### src/rtl/config_pkg.sv
// config_pkg: shared types and constants for the CHIP-8 settings menu.
//   field_t       cursor fields in menu order
//   FIELD_COUNT   number of cursor fields
//   color_pair_t  {light, dark} RGB888 pair
//   PALETTE       selectable colour pairs
//   load_state_t  loader handshake states
//   wrap_step     +/-1 step that wraps within 0..lim-1
package config_pkg;

  typedef enum logic [2:0] {
    F_SPEED   = 3'd0,
    F_PROG    = 3'd1,
    F_PALETTE = 3'd2,
    F_TIMBRE  = 3'd3,
    F_PITCH   = 3'd4,
    F_VOL     = 3'd5
  } field_t;

  localparam int unsigned FIELD_COUNT = 6;

  typedef struct packed {
    logic [23:0] light;
    logic [23:0] dark;
  } color_pair_t;

  localparam int PALETTE_MAX = 4;

  localparam color_pair_t PALETTE [PALETTE_MAX] = '{
    {24'hFFFFFF, 24'h000000},
    {24'h9BBC0F, 24'h0F380F},
    {24'hE0F8D0, 24'h081820},
    {24'hFFB000, 24'h1A0E00}
  };

  typedef enum logic {
    IDLE = 1'b0,
    REQ  = 1'b1
  } load_state_t;

  function automatic int unsigned wrap_step(input int unsigned v,
                                            input int unsigned lim,
                                            input logic        up);
    if (up) return (v >= lim - 1) ? 0 : v + 1;
    else    return (v == 0) ? lim - 1 : v - 1;
  endfunction

endpackage

### src/rtl/config_menu_if.sv
// config_menu_if: program-loader handshake.
//   prog_sel_out  program index committed for loading
//   load_req_out  load request level, held until acknowledged
//   load_ack_in   loader done
// master = menu side, slave = loader side.
interface config_menu_if #(
  parameter int PROG_W = 4
);
  logic [PROG_W-1:0] prog_sel_out;
  logic              load_req_out;
  logic              load_ack_in;

  modport master (
    output prog_sel_out,
    output load_req_out,
    input  load_ack_in
  );

  modport slave (
    input  prog_sel_out,
    input  load_req_out,
    output load_ack_in
  );
endinterface

### src/rtl/tick_divider.sv
// tick_divider: CHIP-8 instruction-rate enable.
//   clk_in, rst_n_in  clock, async active-low reset
//   i_speed           speed index k, rate = RATE_BASE << k
//   i_clear           zero the counter, suppress the tick this cycle
//   i_hold            freeze the counter, suppress the tick
//   o_tick            one-cycle enable when the counter reaches period-1
module tick_divider #(
  parameter int CLK_FREQ   = 100_000_000,
  parameter int RATE_BASE  = 60,
  parameter int NUM_SPEEDS = 8,
  localparam int SPD_W     = (NUM_SPEEDS > 1) ? $clog2(NUM_SPEEDS) : 1
) (
  input  logic             clk_in,
  input  logic             rst_n_in,
  input  logic [SPD_W-1:0] i_speed,
  input  logic             i_clear,
  input  logic             i_hold,
  output logic             o_tick
);

  localparam int CNT_W = $clog2(CLK_FREQ / RATE_BASE + 1);

  logic [CNT_W-1:0] w_last [NUM_SPEEDS];
  logic [CNT_W-1:0] r_cnt;
  logic             w_at_last;

  // Terminal counts are elaboration-time constants; a rate above CLK_FREQ
  // saturates to a tick every cycle instead of an unusable period of 0.
  for (genvar k = 0; k < NUM_SPEEDS; k++) begin : g_last
    localparam int PERIOD_RAW = CLK_FREQ / (RATE_BASE << k);
    localparam int PERIOD     = (PERIOD_RAW < 1) ? 1 : PERIOD_RAW;
    assign w_last[k] = CNT_W'(PERIOD - 1);
  end

  assign w_at_last = (r_cnt >= w_last[i_speed]);
  assign o_tick    = w_at_last & ~i_clear & ~i_hold;

  always_ff @(posedge clk_in or negedge rst_n_in) begin
    if (!rst_n_in) begin
      r_cnt <= '0;
    end else if (i_clear) begin
      r_cnt <= '0;
    end else if (!i_hold) begin
      r_cnt <= w_at_last ? '0 : r_cnt + CNT_W'(1);
    end
  end

endmodule

### src/rtl/config_menu.sv
// config_menu: button-driven CHIP-8 settings menu.
//   clk_in, rst_n_in     clock, async active-low reset
//   btn_*_in             one-cycle button pulses (left/right move, up/down edit,
//                        sel confirms the pending program)
//   ldr_if               loader request/acknowledge handshake (master side)
//   chip8_tick_out       instruction-rate enable
//   field_out            cursor field
//   prog_pending_out     program highlighted in the menu
//   light/dark_color_out palette colours, RGB888
//   timbre/pitch/vol_out audio settings
module config_menu
  import config_pkg::*;
#(
  parameter int CLK_FREQ     = 100_000_000,
  parameter int RATE_BASE    = 60,
  parameter int NUM_SPEEDS   = 8,
  parameter int NUM_PROGS    = 16,
  parameter int NUM_PALETTES = 4,
  parameter int VOL_W        = 3,
  localparam int PROG_W      = $clog2(NUM_PROGS)
) (
  input  logic              clk_in,
  input  logic              rst_n_in,
  input  logic              btn_left_in,
  input  logic              btn_right_in,
  input  logic              btn_up_in,
  input  logic              btn_down_in,
  input  logic              btn_sel_in,
  config_menu_if.master     ldr_if,
  output logic              chip8_tick_out,
  output logic [2:0]        field_out,
  output logic [PROG_W-1:0] prog_pending_out,
  output logic [23:0]       light_color_out,
  output logic [23:0]       dark_color_out,
  output logic [1:0]        timbre_out,
  output logic [3:0]        pitch_out,
  output logic [VOL_W-1:0]  vol_out
);

  localparam int SPD_W = (NUM_SPEEDS > 1) ? $clog2(NUM_SPEEDS) : 1;
  localparam int PAL_W = (NUM_PALETTES > 1) ? $clog2(NUM_PALETTES) : 1;
  localparam logic [SPD_W-1:0] SPEED_RST = SPD_W'(3);
  localparam logic [3:0]       PITCH_RST = 4'd8;
  localparam logic [VOL_W-1:0] VOL_RST   = VOL_W'(1 << (VOL_W - 1));

  field_t            r_field,  w_field_nxt;
  logic [SPD_W-1:0]  r_speed,  w_speed_nxt;
  logic [PROG_W-1:0] r_pend,   w_pend_nxt;
  logic [PROG_W-1:0] r_sel;
  logic [PAL_W-1:0]  r_pal,    w_pal_nxt;
  logic [1:0]        r_timbre, w_timbre_nxt;
  logic [3:0]        r_pitch,  w_pitch_nxt;
  logic [VOL_W-1:0]  r_vol,    w_vol_nxt;
  load_state_t       r_state,  w_state_nxt;

  logic        w_up, w_dn, w_edit, w_right, w_move;
  logic        w_busy, w_accept, w_speed_clr, w_tick;
  color_pair_t w_colors;

  // Opposing buttons pressed together cancel out.
  assign w_up    = btn_up_in & ~btn_down_in;
  assign w_dn    = btn_down_in & ~btn_up_in;
  assign w_edit  = w_up | w_dn;
  assign w_right = btn_right_in & ~btn_left_in;
  assign w_move  = btn_right_in ^ btn_left_in;

  assign w_speed_clr = w_edit && (r_field == F_SPEED);

  // ---------------- load FSM: state register ----------------
  always_ff @(posedge clk_in or negedge rst_n_in) begin
    if (!rst_n_in) r_state <= IDLE;
    else           r_state <= w_state_nxt;
  end

  // ---------------- load FSM: next state ----------------
  always_comb begin
    w_state_nxt = r_state;
    unique case (r_state)
      IDLE:    if (btn_sel_in && !ldr_if.load_ack_in) w_state_nxt = REQ;
      REQ:     if (ldr_if.load_ack_in)                w_state_nxt = IDLE;
      default: w_state_nxt = IDLE;
    endcase
  end

  // ---------------- load FSM: outputs ----------------
  always_comb begin
    w_busy   = (r_state == REQ);
    w_accept = (r_state == IDLE) && btn_sel_in && !ldr_if.load_ack_in;
  end

  // ---------------- menu edits ----------------
  // Edits act on the field selected before any same-cycle cursor move.
  always_comb begin
    w_field_nxt  = r_field;
    w_speed_nxt  = r_speed;
    w_pend_nxt   = r_pend;
    w_pal_nxt    = r_pal;
    w_timbre_nxt = r_timbre;
    w_pitch_nxt  = r_pitch;
    w_vol_nxt    = r_vol;

    if (w_move)
      w_field_nxt = field_t'(3'(wrap_step(32'(r_field), FIELD_COUNT, w_right)));

    if (w_edit) begin
      unique case (r_field)
        F_SPEED:   w_speed_nxt  = SPD_W'(wrap_step(32'(r_speed), NUM_SPEEDS, w_up));
        F_PROG:    if (!w_busy)
                     w_pend_nxt = PROG_W'(wrap_step(32'(r_pend), NUM_PROGS, w_up));
        F_PALETTE: w_pal_nxt    = PAL_W'(wrap_step(32'(r_pal), NUM_PALETTES, w_up));
        F_TIMBRE:  w_timbre_nxt = 2'(wrap_step(32'(r_timbre), 4, w_up));
        F_PITCH:   w_pitch_nxt  = 4'(wrap_step(32'(r_pitch), 16, w_up));
        F_VOL:     w_vol_nxt    = VOL_W'(wrap_step(32'(r_vol), 1 << VOL_W, w_up));
        default:   ;
      endcase
    end
  end

  always_ff @(posedge clk_in or negedge rst_n_in) begin
    if (!rst_n_in) begin
      r_field  <= F_SPEED;
      r_speed  <= SPEED_RST;
      r_pend   <= '0;
      r_sel    <= '0;
      r_pal    <= '0;
      r_timbre <= '0;
      r_pitch  <= PITCH_RST;
      r_vol    <= VOL_RST;
    end else begin
      r_field  <= w_field_nxt;
      r_speed  <= w_speed_nxt;
      r_pend   <= w_pend_nxt;
      r_pal    <= w_pal_nxt;
      r_timbre <= w_timbre_nxt;
      r_pitch  <= w_pitch_nxt;
      r_vol    <= w_vol_nxt;
      if (w_accept) r_sel <= r_pend;
    end
  end

  // ---------------- instruction tick ----------------
  tick_divider #(
    .CLK_FREQ   (CLK_FREQ),
    .RATE_BASE  (RATE_BASE),
    .NUM_SPEEDS (NUM_SPEEDS)
  ) u_div (
    .clk_in   (clk_in),
    .rst_n_in (rst_n_in),
    .i_speed  (r_speed),
    .i_clear  (w_speed_clr),
    .i_hold   (w_busy),
    .o_tick   (w_tick)
  );

  assign w_colors = PALETTE[r_pal];

  assign chip8_tick_out      = w_tick;
  assign field_out           = r_field;
  assign prog_pending_out    = r_pend;
  assign ldr_if.prog_sel_out = r_sel;
  assign ldr_if.load_req_out = w_busy;
  assign light_color_out     = w_colors.light;
  assign dark_color_out      = w_colors.dark;
  assign timbre_out          = r_timbre;
  assign pitch_out           = r_pitch;
  assign vol_out             = r_vol;

endmodule

### src/flat_wrapper.sv
// flat-port wrapper written by rule: the top's interface ports become plain ports
module config_menu_flat import config_pkg::*;
#(
  parameter int CLK_FREQ     = 100_000_000,
  parameter int RATE_BASE    = 60,
  parameter int NUM_SPEEDS   = 8,
  parameter int NUM_PROGS    = 16,
  parameter int NUM_PALETTES = 4,
  parameter int VOL_W        = 3,
  localparam int PROG_W      = $clog2(NUM_PROGS)
)
  (clk_in, rst_n_in, btn_left_in, btn_right_in, btn_up_in, btn_down_in, btn_sel_in, chip8_tick_out, field_out, prog_pending_out, light_color_out, dark_color_out, timbre_out, pitch_out, vol_out, ldr_if_prog_sel_out, ldr_if_load_req_out, ldr_if_load_ack_in);
  config_menu_if #(.PROG_W(($clog2(NUM_PROGS)))) ldr_if_i ();
  input  logic clk_in;
  input  logic rst_n_in;
  input  logic btn_left_in;
  input  logic btn_right_in;
  input  logic btn_up_in;
  input  logic btn_down_in;
  input  logic btn_sel_in;
  output logic chip8_tick_out;
  output logic [2:0] field_out;
  output logic [PROG_W-1:0] prog_pending_out;
  output logic [23:0] light_color_out;
  output logic [23:0] dark_color_out;
  output logic [1:0] timbre_out;
  output logic [3:0] pitch_out;
  output logic [VOL_W-1:0] vol_out;
  output wire logic [$bits(ldr_if_i.prog_sel_out)-1:0] ldr_if_prog_sel_out;
  output wire logic [$bits(ldr_if_i.load_req_out)-1:0] ldr_if_load_req_out;
  input wire logic [$bits(ldr_if_i.load_ack_in)-1:0] ldr_if_load_ack_in;
  assign ldr_if_prog_sel_out = ldr_if_i.prog_sel_out;
  assign ldr_if_load_req_out = ldr_if_i.load_req_out;
  assign ldr_if_i.load_ack_in = ldr_if_load_ack_in;
  config_menu #(.CLK_FREQ(CLK_FREQ), .RATE_BASE(RATE_BASE), .NUM_SPEEDS(NUM_SPEEDS), .NUM_PROGS(NUM_PROGS), .NUM_PALETTES(NUM_PALETTES), .VOL_W(VOL_W)) u_core (.clk_in(clk_in), .rst_n_in(rst_n_in), .btn_left_in(btn_left_in), .btn_right_in(btn_right_in), .btn_up_in(btn_up_in), .btn_down_in(btn_down_in), .btn_sel_in(btn_sel_in), .ldr_if(ldr_if_i), .chip8_tick_out(chip8_tick_out), .field_out(field_out), .prog_pending_out(prog_pending_out), .light_color_out(light_color_out), .dark_color_out(dark_color_out), .timbre_out(timbre_out), .pitch_out(pitch_out), .vol_out(vol_out));
endmodule
### config.mk
export PLATFORM = sky130hd
export DESIGN_NAME = config_menu_flat
export DESIGN_NICKNAME = d
export VERILOG_FILES = /design/src/rtl/config_pkg.sv /design/src/rtl/config_menu_if.sv /design/src/rtl/tick_divider.sv /design/src/rtl/config_menu.sv /design/src/flat_wrapper.sv
export SDC_FILE = /design/constraint.sdc
export NUM_CORES = 1
export LEC_CHECK = 0
export CORE_MARGIN = 1
export CORE_UTILIZATION = 30
export DETAILED_ROUTE_END_ITERATION = 6
export GPL_ROUTABILITY_DRIVEN = 0
export SKIP_LAST_GASP = 1
export SLEW_MARGIN = 20
export SYNTH_ARGS = -nofsm -noshare
export SYNTH_HDL_FRONTEND = slang
export SYNTH_SLANG_ARGS = --single-unit
export TNS_END_PERCENT = 1
### constraint.sdc
create_clock -name clk_in -period 6.4 [get_ports clk_in]
set_input_delay 1.92 -clock clk_in [delete_from_list [all_inputs] [get_ports clk_in]]
set_output_delay 1.92 -clock clk_in [all_outputs]
set_load 0.01 [all_outputs]
# Word level (Yosys, flattened, before mapping)
# Memory sizes are Yosys's and may differ from the RTL's.
# Cells that the tools add are included.
[totals]
reg_bits = 47
rom_bits = 168
wordCells = 106
memories = 1
input_bits = 8
output_inout_bits = 70
[classes]
n_bitwise = 14
eq_ne = 6
reduce_logical = 18
n_mux = 32
addsub = 15
n_lt_le_gt_ge = 10
[mem_list]
columns = ["name", "depth", "width", "rd", "rd_ports_with_merged_regs", "write_ports", "line", "source"]
rows = [
  ["(no name shown)", 8, 21, 1, 0, 0, "tick_divider.sv:35", "assign w_at_last = (r_cnt >= w_last[i_speed]);"],
]
[op_table]
columns = ["op", "count"]
rows = [
  ["2-to-1 mux 21 bit", 5],
  ["binary-select mux 48 bit (select 2 bit)", 1],
  ["2-to-1 mux 48 bit", 2],
  ["2-to-1 mux 3 bit", 9],
  ["2-to-1 mux 4 bit", 6],
  ["adder 21 x 1 -> 21 bit, second input constant", 1],
  ["greater-or-equal comparator 21 bit", 1],
  ["greater-or-equal comparator 3 bit, second input constant", 4],
  ["greater-or-equal comparator 4 bit, second input constant", 3],
  ["2-to-1 mux 2 bit", 6],
  ["AND reduction 2 bit", 5],
  ["adder 3 x 1 -> 3 bit, second input constant", 3],
  ["logical NOT 3 bit", 3],
  ["subtractor 3 x 1 -> 3 bit, second input constant", 3],
  ["adder 4 x 1 -> 4 bit, second input constant", 2],
  ["logical NOT 4 bit", 2],
  ["subtractor 4 x 1 -> 4 bit, second input constant", 2],
  ["equality test 3 x 2 -> 1 bit, second input constant", 2],
  ["equality test 3 bit, second input constant", 2],
  ["AND 1 bit", 5],
  ["NOT 1 bit", 5],
  ["adder 2 x 1 -> 2 bit, second input constant", 2],
  ["greater-or-equal comparator 2 bit, second input constant", 2],
  ["logical AND 1 bit", 4],
  ["12 further kinds", 15],
]

# Logic depth before layout (Yosys ltp)
[depth]
word_depth = 8
mapped_depth = 12

# Hierarchy
# From an unflattened synthesis, not the netlist that was laid out.
[hier_totals]
hier_cells = 509
area_unflattened_um2 = 4290.4
[modules_own_cells]
columns = ["module", "n_inst", "area_per_inst_um2", "cells_each", "seq_area_each_um2"]
rows = [
  ["config_menu", 1, 2185.8, 245, 655.6],
  ["tick_divider", 1, 2104.5, 264, 525.5],
]

# Least setup slack after synthesis
# Ideal clock, no wire load.
[synth_path]
kind = "register -> output"
start = "reg u_core.r_speed[0]"
end = "out chip8_tick_out"
path_buffers = 1
path_stages_with_launch = 12
arrival_ns = 2.872
path_slack_ns = 1.608
path_cell_list = "dfstp_2 -> inv_1 -> ha_1 -> nand2b_1 -> and2_1 -> ha_1 -> nand4_1 -> nor4_1 -> o311ai_1 -> and3_1 -> clkbuf_1 -> nor3_1"
[synth_between]
elab_chain_cells = 7
[synth_lines]
columns = ["element", "line", "source"]
rows = [
  ["from (decl)", "config_menu.sv:47", "logic [SPD_W-1:0] r_speed, w_speed_nxt;"],
  ["from (signal assigned)", "config_menu.sv:131", "r_speed <= w_speed_nxt;"],
  ["NOT 3 -> 4 bit (implied by the code)", "tick_divider.sv:35", ""],
  ["memory read (8 x 21 bit)", "--", ""],
  ["2-to-1 mux 21 bit (implied by the code) (2 in series)", "tick_divider.sv:35", ""],
  ["greater-or-equal comparator 21 bit", "tick_divider.sv:35", ""],
  ["AND 1 bit (2 in series)", "tick_divider.sv:36", "assign o_tick = w_at_last & ~i_clear & ~i_hold;"],
  ["to (decl)", "flat_wrapper.sv:21", "output logic chip8_tick_out;"],
]
# No other way between the ends. The select of a mux whose other input is x is not followed.

# Final worst setup path
# Ends and elaborated chain as after synthesis.

==> results.py <==
metrics = {
    "run_status": {
        "outcome": "complete, no violations",
    },
    "power": {
        "pwr-share-clk": 0.122,
        "power_mw": 2.27,
        "switchingPower_mw": 1.02,
        "powerDensity_mw_per_mm2": 465,
        "irDropWorstVdd_v": 0.000198,
        "intPower_mw": 1.25,
        "p_leak_nw": 2.11,
        "comb_power_share": 0.619,
        "switching_share": 0.448,
        "pwr-share-seq": 0.259,
    },
    "sta": {
        "rsz0062_at_grt": "no",
        "max_slew_margin": 0.306,
        "timing.setup.tns_ns": 0,
        "min_period_ns": 5.79,
        "worstMarginPinSlew_ns": 1.04,
        "setup_viol": 0,
        "hold_viol": 0,
        "skew_ns": 0.00686,
        "final.period_utilization": 0.905,
        "fmax_mhz": 173,
        "holdWs_ns": 0.509,
        "finalMaxSlewViolations": 0,
    },
    "setup_path": {
        "start_kind": "flip-flop",
        "crit_fanout": 10,
        "startpoint": "u_core.r_speed[0]$_DFFE_PN1P_",
        "worstSetupPathType": "flip-flop to primary output",
        "cp-end-kind": "primary output",
        "cp.arrival_ns": 3.87,
        "crit_required_ns": 4.48,
        "reg2reg_from": "u_core.r_speed[0]$_DFFE_PN1P_",
    },
    "synth": {
        "synth_top_cell_by_area": "dfrtp_1",
        "yosys.area_share.simple": 0.213,
        "synth_xor_xnor_area_share": 0.0148,
        "synth_compound_area_frac": 0.152,
        "syn_inst": 496,
        "synth_top_area_frac": 0.260,
        "synth-adder-area-share": 0.181,
        "synthDistinctLibCells": 49,
        "ys_ff_latch": 47,
        "ys_seq_area_frac": 0.285,
        "async_flop_share": 1.00,
        "synth_top_family_by_area": "simple AND/OR/NAND/NOR gates",
        "synth_edf_count": 0,
        "synth-main-ff-cell": "dfrtp_1",
        "ys_warn_count": 0,
        "postSynthAreaPerCell_um2": 8.35,
        "synth_mux_area_frac": 0.0341,
        "synthTopCellsByArea": "dfrtp_1 (26%), ha_1 (18%), buf_4 (6.5%)",
        "synthesis.area_mm2": 0.00414,
    },
    "floorplan": {
        "die_y_um": 120,
        "io-pin-count": 78,
        "rows": 42,
        "dieWidth_um": 120,
        "die_area_mm2": 0.0143,
        "core-area_mm2": 0.0133,
        "start_util": 0.310,
    },
    "clock_tree": {
        "insertion_delay_ns": 0.29,
        "cts-root-buf": "clkbuf_16",
        "cts_buffer_depth": 2,
        "clkSinkCount": 47,
        "cts_max_level": 2,
        "post_cts_resized": 0,
        "cts_buffers": 5,
        "cts_tree": "done",
        "cts_hold_buf": 0,
        "cts.clk_slew.worst_paths_ns": 0.06,
        "cts_setup_buffers": 0,
    },
    "cells_and_area": {
        "num_antenna_cells": 0,
        "drive_gt1_frac": 0.0606,
        "final_nets": 595,
        "multi_input_area_mm2": 0.00251,
        "design_area_mm2": 0.00488,
        "nFillCells": 1393,
        "seqCellArea_mm2": 0.00118,
        "synthToLayoutAreaGrowth_pct": 17.7,
    },
    "place": {
        "io_buffers": 64,
        "postPlaceCellArea_mm2": 0.00472,
        "dp_hpwl_mm": 6.89,
    },
    "routing": {
        "final_antenna_net_count": 0,
        "vias": 3478,
        "drt_iter0_drc": 212,
        "drc": 0,
        "wl_mm": 9.39,
        "vias_per_cell": 4.94,
        "wl_per_cell_um": 13.3,
        "drtPass1Iterations": 4,
    },
    "global_route": {
        "grt_max_degree": 48,
        "grt.total_usage": 0.137,
        "antenna_found_initial": 0,
        "grt_pass1_vias": 3257,
        "overflow": 0,
        "grt_pass1_wl_mm": 16.1,
    },
    "min_path": {
        "min_from": "u_core.ldr_if.prog_sel_out[3]$_DFFE_PN0P_",
        "hp-class": "flip-flop to flip-flop",
    },
    "run": {
        "cap_violations": 0,
    },
}
## metrics by stage
| stage | utilization | setup slack [ns] | cells |
|---|---|---|---|
| 4_1_cts | 0.365 | 0.548 | 704 |
| 6_report | 0.365 | 0.610 | 704 |
| 5_1_grt | 0.365 | 0.345 | 704 |
| 3_3_place_gp | 0.354 | 0.669 | 696 |
| 2_1_floorplan | - | 1.61 | 507 |
| 3_5_place_dp | 0.354 | 0.648 | 696 |
## cell type report
type	count	share of cell area
tap	176	0.0452
multi-input combinational	368	0.516
inverter	37	0.0285
clock buffer	8	0.0321
sequential	47	0.242
timing repair buffer	68	0.136
## synthesized netlist by cell type, drive strengths merged, types with 2 or more instances
| cell type | n |
|---|---|
| nand2 | 45 |
| ha | 60 |
| or2 | 2 |
| nand3 | 24 |
| nand3b | 6 |
| mux2i | 4 |
| a31oi | 14 |
| o21ai | 34 |
| dfrtp | 43 |
| a21o | 2 |
| and2 | 2 |
| and3 | 8 |
| inv | 37 |
| nand4 | 4 |
| a21oi | 35 |
| nor3b | 3 |
| nor3 | 12 |
| a211oi | 4 |
| a2111oi | 8 |
| nor2b | 5 |
| nand2b | 9 |
| mux2 | 7 |
| clkbuf | 15 |
| nor4b | 2 |
| or4 | 10 |
| buf | 40 |
| o32a | 2 |
| o22ai | 3 |
| dfstp | 4 |
| nor2 | 32 |
| xnor2 | 6 |
| conb | 2 |
| and4 | 2 |
| o21bai | 2 |
## worst max-delay path, cell delays in order (launching register included)
cell and delay, ns:
dfstp_2 0.63, inv_1 0.14, ha_1 0.41, nand2b_1 0.20, and2_1 0.22, ha_1 0.32, nand4_1 0.12, nor4_1 0.26
o311ai_1 0.19, and3_1 0.21, nor3_1 0.28, clkdlybuf4s50_1 0.60
## cell families (layout without fill, tap and decap cells)
family                   after synthesis  in the layout
adder cells (fa/ha/maj)               60             60
multiplexers                          12             12
AO/OA/AOI/OAI                        107            107
XOR/XNOR                               7              7
flip-flops                            47             47
AND/OR/NAND/NOR                      169            169
other                                  2             13
buffers and inverters                 92            113
## layer usage
layer / part of all wire / wire length (µm) / track usage
met5: 0 / 0 / 0
met4: 0.0098 / 92 / 0.0328
met3: 0.026 / 242 / 0.0157
met2: 0.49 / 4570 / 0.234
met1: 0.48 / 4490 / 0.183
## state kept, by name (all words and copies together), names as in the netlist
signal	cells
u_core.vol_out	3
u_core.field_out	3
u_core.r_speed	3
u_core.r_pal	2
u_core.u_div.r_cnt	21
u_core.pitch_out	4
u_core.timbre_out	2
u_core.ldr_if.load_req_out	1
u_core.ldr_if.prog_sel_out	4
u_core.prog_pending_out	4
## worst paths after layout
path	cells after the start	slack [ns]	to
max	11	0.61	chip8_tick_out
min	1	0.51	u_core.ldr_if.prog_sel_out[3]$_DFFE_PN0P_
max reg2reg	12	2.56	u_core.u_div.r_cnt[6]$_DFFE_PN0P_
min reg2reg	1	0.51	u_core.ldr_if.prog_sel_out[3]$_DFFE_PN0P_
max in group asynchronous	2	4.24	u_core.u_div.r_cnt[1]$_DFFE_PN0P_
min in group asynchronous	2	1.73	u_core.u_div.r_cnt[11]$_DFFE_PN0P_
## placed cells by master (no fill, tap or decap), types with 4 or more instances in the layout
master / n
clkdlybuf4s50_1: 63
ha_1: 60
nand2_1: 45
dfrtp_1: 43
inv_1: 37
a21oi_1: 35
o21ai_0: 34
nor2_1: 32
nand3_1: 24
a31oi_1: 14
conb_1: 13
nor3_1: 12
or4_1: 10
nand2b_1: 9
and3_1: 8
a2111oi_0: 8
mux2_2: 7
xnor2_1: 6
nand3b_1: 6
nor2b_1: 5
clkbuf_16: 5
mux2i_1: 4
buf_4: 4
dfstp_2: 4
## power by group through the flow
stage / clock [mW] / combinational [mW] / sequential (mW)
CTS: 0.286 / 1.41 / 0.589
finish: 0.277 / 1.40 / 0.588
global placement: 0 / 1.36 / 0.586
detailed placement: 0 / 1.40 / 0.593
floorplan: 0 / 0.952 / 0.553
global route: 0.298 / 1.57 / 0.617
No activity file was read; power rests on OpenSTA's default activity.
